### src/rtl/regfile_sequencer.sv
// Sequencer for a 4 x 8-bit, single-read/single-write register file: fetches two
// operands through the one read port, launches the ALU, and writes the result back.
module regfile_sequencer #(
  parameter int unsigned TIMEOUT = 15
) (
  input  logic       clk,
  input  logic       reset,
  input  logic       op_valid,
  output logic       op_ready,
  input  logic [1:0] op_src_a,
  input  logic [1:0] op_src_b,
  input  logic [1:0] op_dest,
  input  logic       op_wb,
  input  logic       ld_valid,
  output logic       ld_ready,
  input  logic [1:0] ld_addr,
  input  logic [7:0] ld_data,
  output logic [1:0] rf_read_address,
  input  logic [7:0] rf_read_data,
  output logic [1:0] rf_write_address,
  output logic [7:0] rf_write_data,
  output logic       rf_write_enable,
  output logic       alu_start,
  output logic [7:0] alu_a,
  output logic [7:0] alu_b,
  input  logic       alu_done,
  input  logic [7:0] alu_result,
  output logic       busy,
  output logic       done,
  output logic       timeout_err
);

  localparam logic [7:0] TO_LIM = 8'(TIMEOUT);

  typedef enum logic [2:0] {
    S_IDLE, S_LOAD, S_READ_A, S_READ_B, S_EXEC, S_WB
  } state_t;

  state_t     state_q, state_d;
  logic [1:0] src_a_q, src_a_d, src_b_q, src_b_d, dest_q, dest_d;
  logic       wb_q, wb_d;
  logic [7:0] alu_a_q, alu_a_d, alu_b_q, alu_b_d;
  logic [1:0] wr_addr_q, wr_addr_d;
  logic [7:0] wr_data_q, wr_data_d;
  logic       wr_en_q, wr_en_d;
  logic       alu_start_q, alu_start_d;
  logic       done_q, done_d;
  logic       err_q, err_d;
  logic [7:0] cnt_q, cnt_d;

  always_ff @(posedge clk or posedge reset) begin
    if (reset) begin
      state_q     <= S_IDLE;
      src_a_q     <= 2'd0;
      src_b_q     <= 2'd0;
      dest_q      <= 2'd0;
      wb_q        <= 1'b0;
      alu_a_q     <= 8'd0;
      alu_b_q     <= 8'd0;
      wr_addr_q   <= 2'd0;
      wr_data_q   <= 8'd0;
      wr_en_q     <= 1'b0;
      alu_start_q <= 1'b0;
      done_q      <= 1'b0;
      err_q       <= 1'b0;
      cnt_q       <= 8'd0;
    end else begin
      state_q     <= state_d;
      src_a_q     <= src_a_d;
      src_b_q     <= src_b_d;
      dest_q      <= dest_d;
      wb_q        <= wb_d;
      alu_a_q     <= alu_a_d;
      alu_b_q     <= alu_b_d;
      wr_addr_q   <= wr_addr_d;
      wr_data_q   <= wr_data_d;
      wr_en_q     <= wr_en_d;
      alu_start_q <= alu_start_d;
      done_q      <= done_d;
      err_q       <= err_d;
      cnt_q       <= cnt_d;
    end
  end

  always_comb begin
    state_d         = state_q;
    src_a_d         = src_a_q;
    src_b_d         = src_b_q;
    dest_d          = dest_q;
    wb_d            = wb_q;
    alu_a_d         = alu_a_q;
    alu_b_d         = alu_b_q;
    wr_addr_d       = wr_addr_q;
    wr_data_d       = wr_data_q;
    wr_en_d         = 1'b0;
    alu_start_d     = 1'b0;
    done_d          = 1'b0;
    err_d           = err_q;
    cnt_d           = cnt_q;
    rf_read_address = 2'd0;
    case (state_q)
      S_IDLE: begin
        // Host loads win over instructions when both are pending.
        if (ld_valid) begin
          wr_addr_d = ld_addr;
          wr_data_d = ld_data;
          wr_en_d   = 1'b1;
          state_d   = S_LOAD;
        end else if (op_valid) begin
          src_a_d = op_src_a;
          src_b_d = op_src_b;
          dest_d  = op_dest;
          wb_d    = op_wb;
          err_d   = 1'b0;
          state_d = S_READ_A;
        end
      end
      S_LOAD: state_d = S_IDLE;
      S_READ_A: begin
        rf_read_address = src_a_q;
        alu_a_d         = rf_read_data;
        state_d         = S_READ_B;
      end
      S_READ_B: begin
        rf_read_address = src_b_q;
        alu_b_d         = rf_read_data;
        alu_start_d     = 1'b1;
        cnt_d           = 8'd0;
        state_d         = S_EXEC;
      end
      S_EXEC: begin
        // A result arriving in the limit cycle still completes the instruction.
        if (alu_done) begin
          wr_addr_d = dest_q;
          wr_data_d = alu_result;
          wr_en_d   = wb_q;
          done_d    = 1'b1;
          state_d   = S_WB;
        end else if ((TO_LIM != 8'd0) && ((cnt_q + 8'd1) == TO_LIM)) begin
          err_d   = 1'b1;
          state_d = S_IDLE;
        end else begin
          cnt_d = cnt_q + 8'd1;
        end
      end
      S_WB: state_d = S_IDLE;
      default: state_d = S_IDLE;
    endcase
  end

  assign op_ready         = (state_q == S_IDLE) && !ld_valid && !reset;
  assign ld_ready         = (state_q == S_IDLE) && !reset;
  assign busy             = (state_q != S_IDLE);
  assign rf_write_address = wr_addr_q;
  assign rf_write_data    = wr_data_q;
  assign rf_write_enable  = wr_en_q;
  assign alu_start        = alu_start_q;
  assign alu_a            = alu_a_q;
  assign alu_b            = alu_b_q;
  assign done             = done_q;
  assign timeout_err      = err_q;

endmodule

### config.mk
export PLATFORM = sky130hd
export DESIGN_NAME = regfile_sequencer
export DESIGN_NICKNAME = d
export VERILOG_FILES = /design/src/rtl/regfile_sequencer.sv
export SDC_FILE = /design/constraint.sdc
export NUM_CORES = 1
export LEC_CHECK = 0
export BUFFER_PORTS_ARGS = -buffer_cell sky130_fd_sc_hd__buf_4
export CORE_MARGIN = 2
export CORE_UTILIZATION = 51
export CTS_BUF_LIST = sky130_fd_sc_hd__clkbuf_8
export DETAILED_ROUTE_END_ITERATION = 12
export MAX_ROUTING_LAYER = met4
export PLACE_DENSITY = 0.79
export SETUP_SLACK_MARGIN = 0.3
export SYNTH_ARGS = -nofsm -noshare
export SYNTH_HDL_FRONTEND = slang
export SYNTH_SLANG_ARGS = --single-unit
### constraint.sdc
create_clock -name clk -period 2.4 [get_ports clk]
set_clock_uncertainty 0.05 [all_clocks]
set_input_delay 0 -clock clk [delete_from_list [all_inputs] [get_ports clk]]
set_output_delay 0 -clock clk [all_outputs]
set_load 0.03 [all_outputs]
==> summary.md <==
| Metric | Value |
|---|---|
| Post-route clock period utilization | 0.8791 |
| Initial antenna violation count | 0 |
| Internal | 2180 µW |
| CTS root buffer | clkbuf_8 |
| I/O pin cnt | 73 |
| WL/cell | 16.55 µm |
| # diodes | 0 |
| Die X | 68.09 µm |
| Final Net Count | 347 |
| Post-Syn Area | 2095 µm² |
| Finished Cell Area | 3251 µm² |
| Hold Fails Final Rpt | 1 |
| Worst slew margin | 0.3455 |
| Total Routed Length | 5.926 mm |
| Die Height | 68.09 µm |
| Most frequent cells in the layout | buf_4 (83), dfrtp_1 (48), nand2_1 (37), dlygate4sd3_1 (34), mux2_2 (15) |
| Core region area | 3971 µm² |
| Vias per inst | 5.327 |
| Reg clk slew, reported paths | 0.09 ns |
| Worst setup path start | cnt_q[0] |
| Worst EP arrival | 2.23 ns |
| Sw frac | 0.4221 |
| Worst vdd ir | 765.7 µV |
| Status | complete, but fails checks |
| Final Setup Violations | 0 |
| Layout cells sized above 1 | 0.3961 |
| FP Rows | 23 |
| Clk_lat worst skew | 0.30 ns |
| Setup TNS | 0 ns |
| Hold endpoint | rf_write_data[5] |
| Syn Inst Count | 187 |
| Startpoint Class | register |
| Worst-Margin Slew | 0.9803 ns |
| Clock sink total | 48 |
| CP required | 2.52 ns |
| Largest net degree at the start of global routing | 49 |
| Worst path max stage delay | 0.45 ns |
| Post-DRT Antenna Nets | 0 |
| Sw Pwr | 1592 µW |
| Setup slack, reg-to-reg | 0.29 ns |
| R2R depth | 8 |
| RSZ-0062 raised after global routing | true |
| Crit path max fanout | 3 |
| Synth async-reset ratio | 1.000 |
| CP Cell Sequence | inv_1 -> ha_1 -> or4b_1 -> a21o_1 -> buf_4 -> buf_4 -> nor4_1 -> o21ai_0 |
| Tot Pwr | 3772 µW |
| Hold Slack | -0.003656 ns |
| Worst Setup End Kind | register |
| DIE AREA | 4636 µm² |
| GRT Util Overall | 0.2852 |
| Leak | 0.001569 µW |
| Crit path max-delay cell type | or4b_1 |
| FMAX | 473.9 MHz |
| Worst reg2reg path endpoint | state_q[2] |
| Clock share of power | 0.133 |
| Most used cell, CP | buf_4 |
| Grt ovf | 0 |
| Reg power frac | 0.354 |
| Initial core utilization | 0.5274 |
| Syn_nets | 227 |
| Buffers on Ports | 72 |
| Yosys reg bits | 48 |
| CP Class | reg2reg |
| Post-detail-place hpwl | 3.258 mm |
| Fin. max-slew vios | 0 |
| DRT iter0 DRCs | 121 |
| First-pass GRT wire length | 9.183 mm |
| RD Place Congestion | 0.8591 |
| Sequential share of the synthesized area | 0.5735 |
| TritonCTS buffer count | 5 |
| Hold path cells | 3 |
| Syn Area/Cell | 11.20 µm² |
| Max-Cap Viols | 0 |
| Hold Startpoint | ld_data[5] |
| DRC | 0 |
| Clock buffer depth | 2 |
| Iteration count of the initial detailed-routing pass | 4 |
| Logic pwr share | 0.513 |
| Vias in the first global route | 1955 |
| Reg-to-reg startpoint | cnt_q[0] |
| # H-tree levels | 2 |
| CTS tree | yes |
| Yosys warns | 0 |
| Synth unique cells | 35 |
| Synth Flop Type | dfrtp_1 |
| PD cells | 1161 nW/µm² |
| Synthesis-to-finish area growth | 55.20% |
| Hold Path Class | in2reg |
| Placed cell areas | 2709 µm² |
| Via count | 1907 |
| Failing checks | hold timing |
| Most common cell after layout, fill and taps aside | buf_4 |
| Post-synth EDFFs | 0 |
| Minimum clock period | 2.110 ns |
## metal layers
layer	GRT usage	vias to the layer above	routed length, µm
met5	-	-	0
met4	0.09500	0	141
met3	0.07401	15	309
met2	0.5000	69	3238
met1	0.3149	937	2237
li1	-	886	-
## worst max-delay path by stage
stage / cells past startpoint / to / slack [ns]
global route: 8 / cnt_q[4] / 0.24
finish: 8 / state_q[2] / 0.29
floorplan: 7 / cnt_q[4] / 0.38
CTS: 7 / cnt_q[4] / 0.32
detailed placement: 7 / cnt_q[4] / 0.26
global placement: 7 / cnt_q[4] / 0.29
## Yosys cell counts (3+ instances only)
| cell type | n | area (µm²) |
|---|---|---|
| clkbuf_1 | 5 | 18.77 |
| o21ai_0 | 14 | 70.07 |
| nor2_1 | 3 | 11.26 |
| a21oi_1 | 4 | 20.02 |
| nand2_1 | 37 | 138.9 |
| dfrtp_1 | 48 | 1201 |
| mux2_2 | 15 | 168.9 |
| inv_1 | 4 | 15.01 |
| a21o_1 | 3 | 22.52 |
| nand2b_1 | 5 | 31.28 |
| nor3_1 | 3 | 15.01 |
| mux2i_1 | 10 | 100.1 |
| nand3_1 | 7 | 35.03 |
## state kept, by name, indices dropped and copies added, names as in the netlist
register / flops
cnt_q: 8
timeout_err: 1
alu_start: 1
rf_write_enable: 1
state_q: 3
dest_q: 2
src_a_q: 2
alu_a: 8
done: 1
src_b_q: 2
rf_write_data: 8
rf_write_address: 2
alu_b: 8
wb_q: 1
## stage by stage
step / hold slack [ns] / cells / worst slack, ns / util
floorplan: 0.05544 / 187 / 0.3839 / -
global placement: 0.1489 / 307 / 0.2939 / 0.6821
detailed placement: 0.1575 / 307 / 0.2551 / 0.6821
CTS: 0.006414 / 353 / 0.3156 / 0.7987
global route: 0.004347 / 358 / 0.2446 / 0.8185
finish: -0.003656 / 358 / 0.2901 / 0.8185
## cells by family (layout without fill, tap and decap cells)
family | after synthesis | count (layout) | synth area share
AO/OA/AOI/OAI | 31 | 31 | 0.09977
XOR/XNOR | 2 | 2 | 0.008365
adder cells (fa/ha/maj) | 2 | 2 | 0.01195
buffers and inverters | 10 | 131 | 0.01852
flip-flops | 48 | 48 | 0.5735
multiplexers | 25 | 25 | 0.1284
AND/OR/NAND/NOR | 69 | 69 | 0.1595
## worst max-delay path, delay by kind of cell (launching register included)
| kind | cells | cell delay [ns] |
|---|---|---|
| adders and majority gates | 1 | 0.15 |
| buffers and inverters | 3 | 0.34 |
| and+or+nand+nor | 2 | 0.66 |
| DFF | 1 | 0.40 |
| AOI/OAI and AO/OA | 2 | 0.38 |
## what timing repair did
action,4_1_cts,5_1_grt
hold buffers,34,0
pin swaps,1,2
setup endpoints to repair,4,16
resized for setup,0,7
endpoints found under the hold margin,83,0
buffers inserted,4,5
## power by group through the flow
stage                     Combinational [µW]  Sequential [µW]  Clock [µW]
after floorplan                          660             1770           0
after global placement                  1720             1320           0
after detailed placement                1760             1330           0
after CTS                               1850             1320         505
after global routing                    2090             1370         539
final                                   1940             1340         500
## final cells by class
class / instances / area, µm²
Timing Repair Buffer: 119 / 994.7
Sequential cell: 48 / 1201
Inverter: 4 / 15.01
Tap cell: 50 / 62.56
Clock inverter: 2 / 10.01
Fill cell: 233 / 720.7
Clock buffer: 6 / 82.58
Multi-Input combinational cell: 129 / 884.6
(Power assumes the default switching activity.)
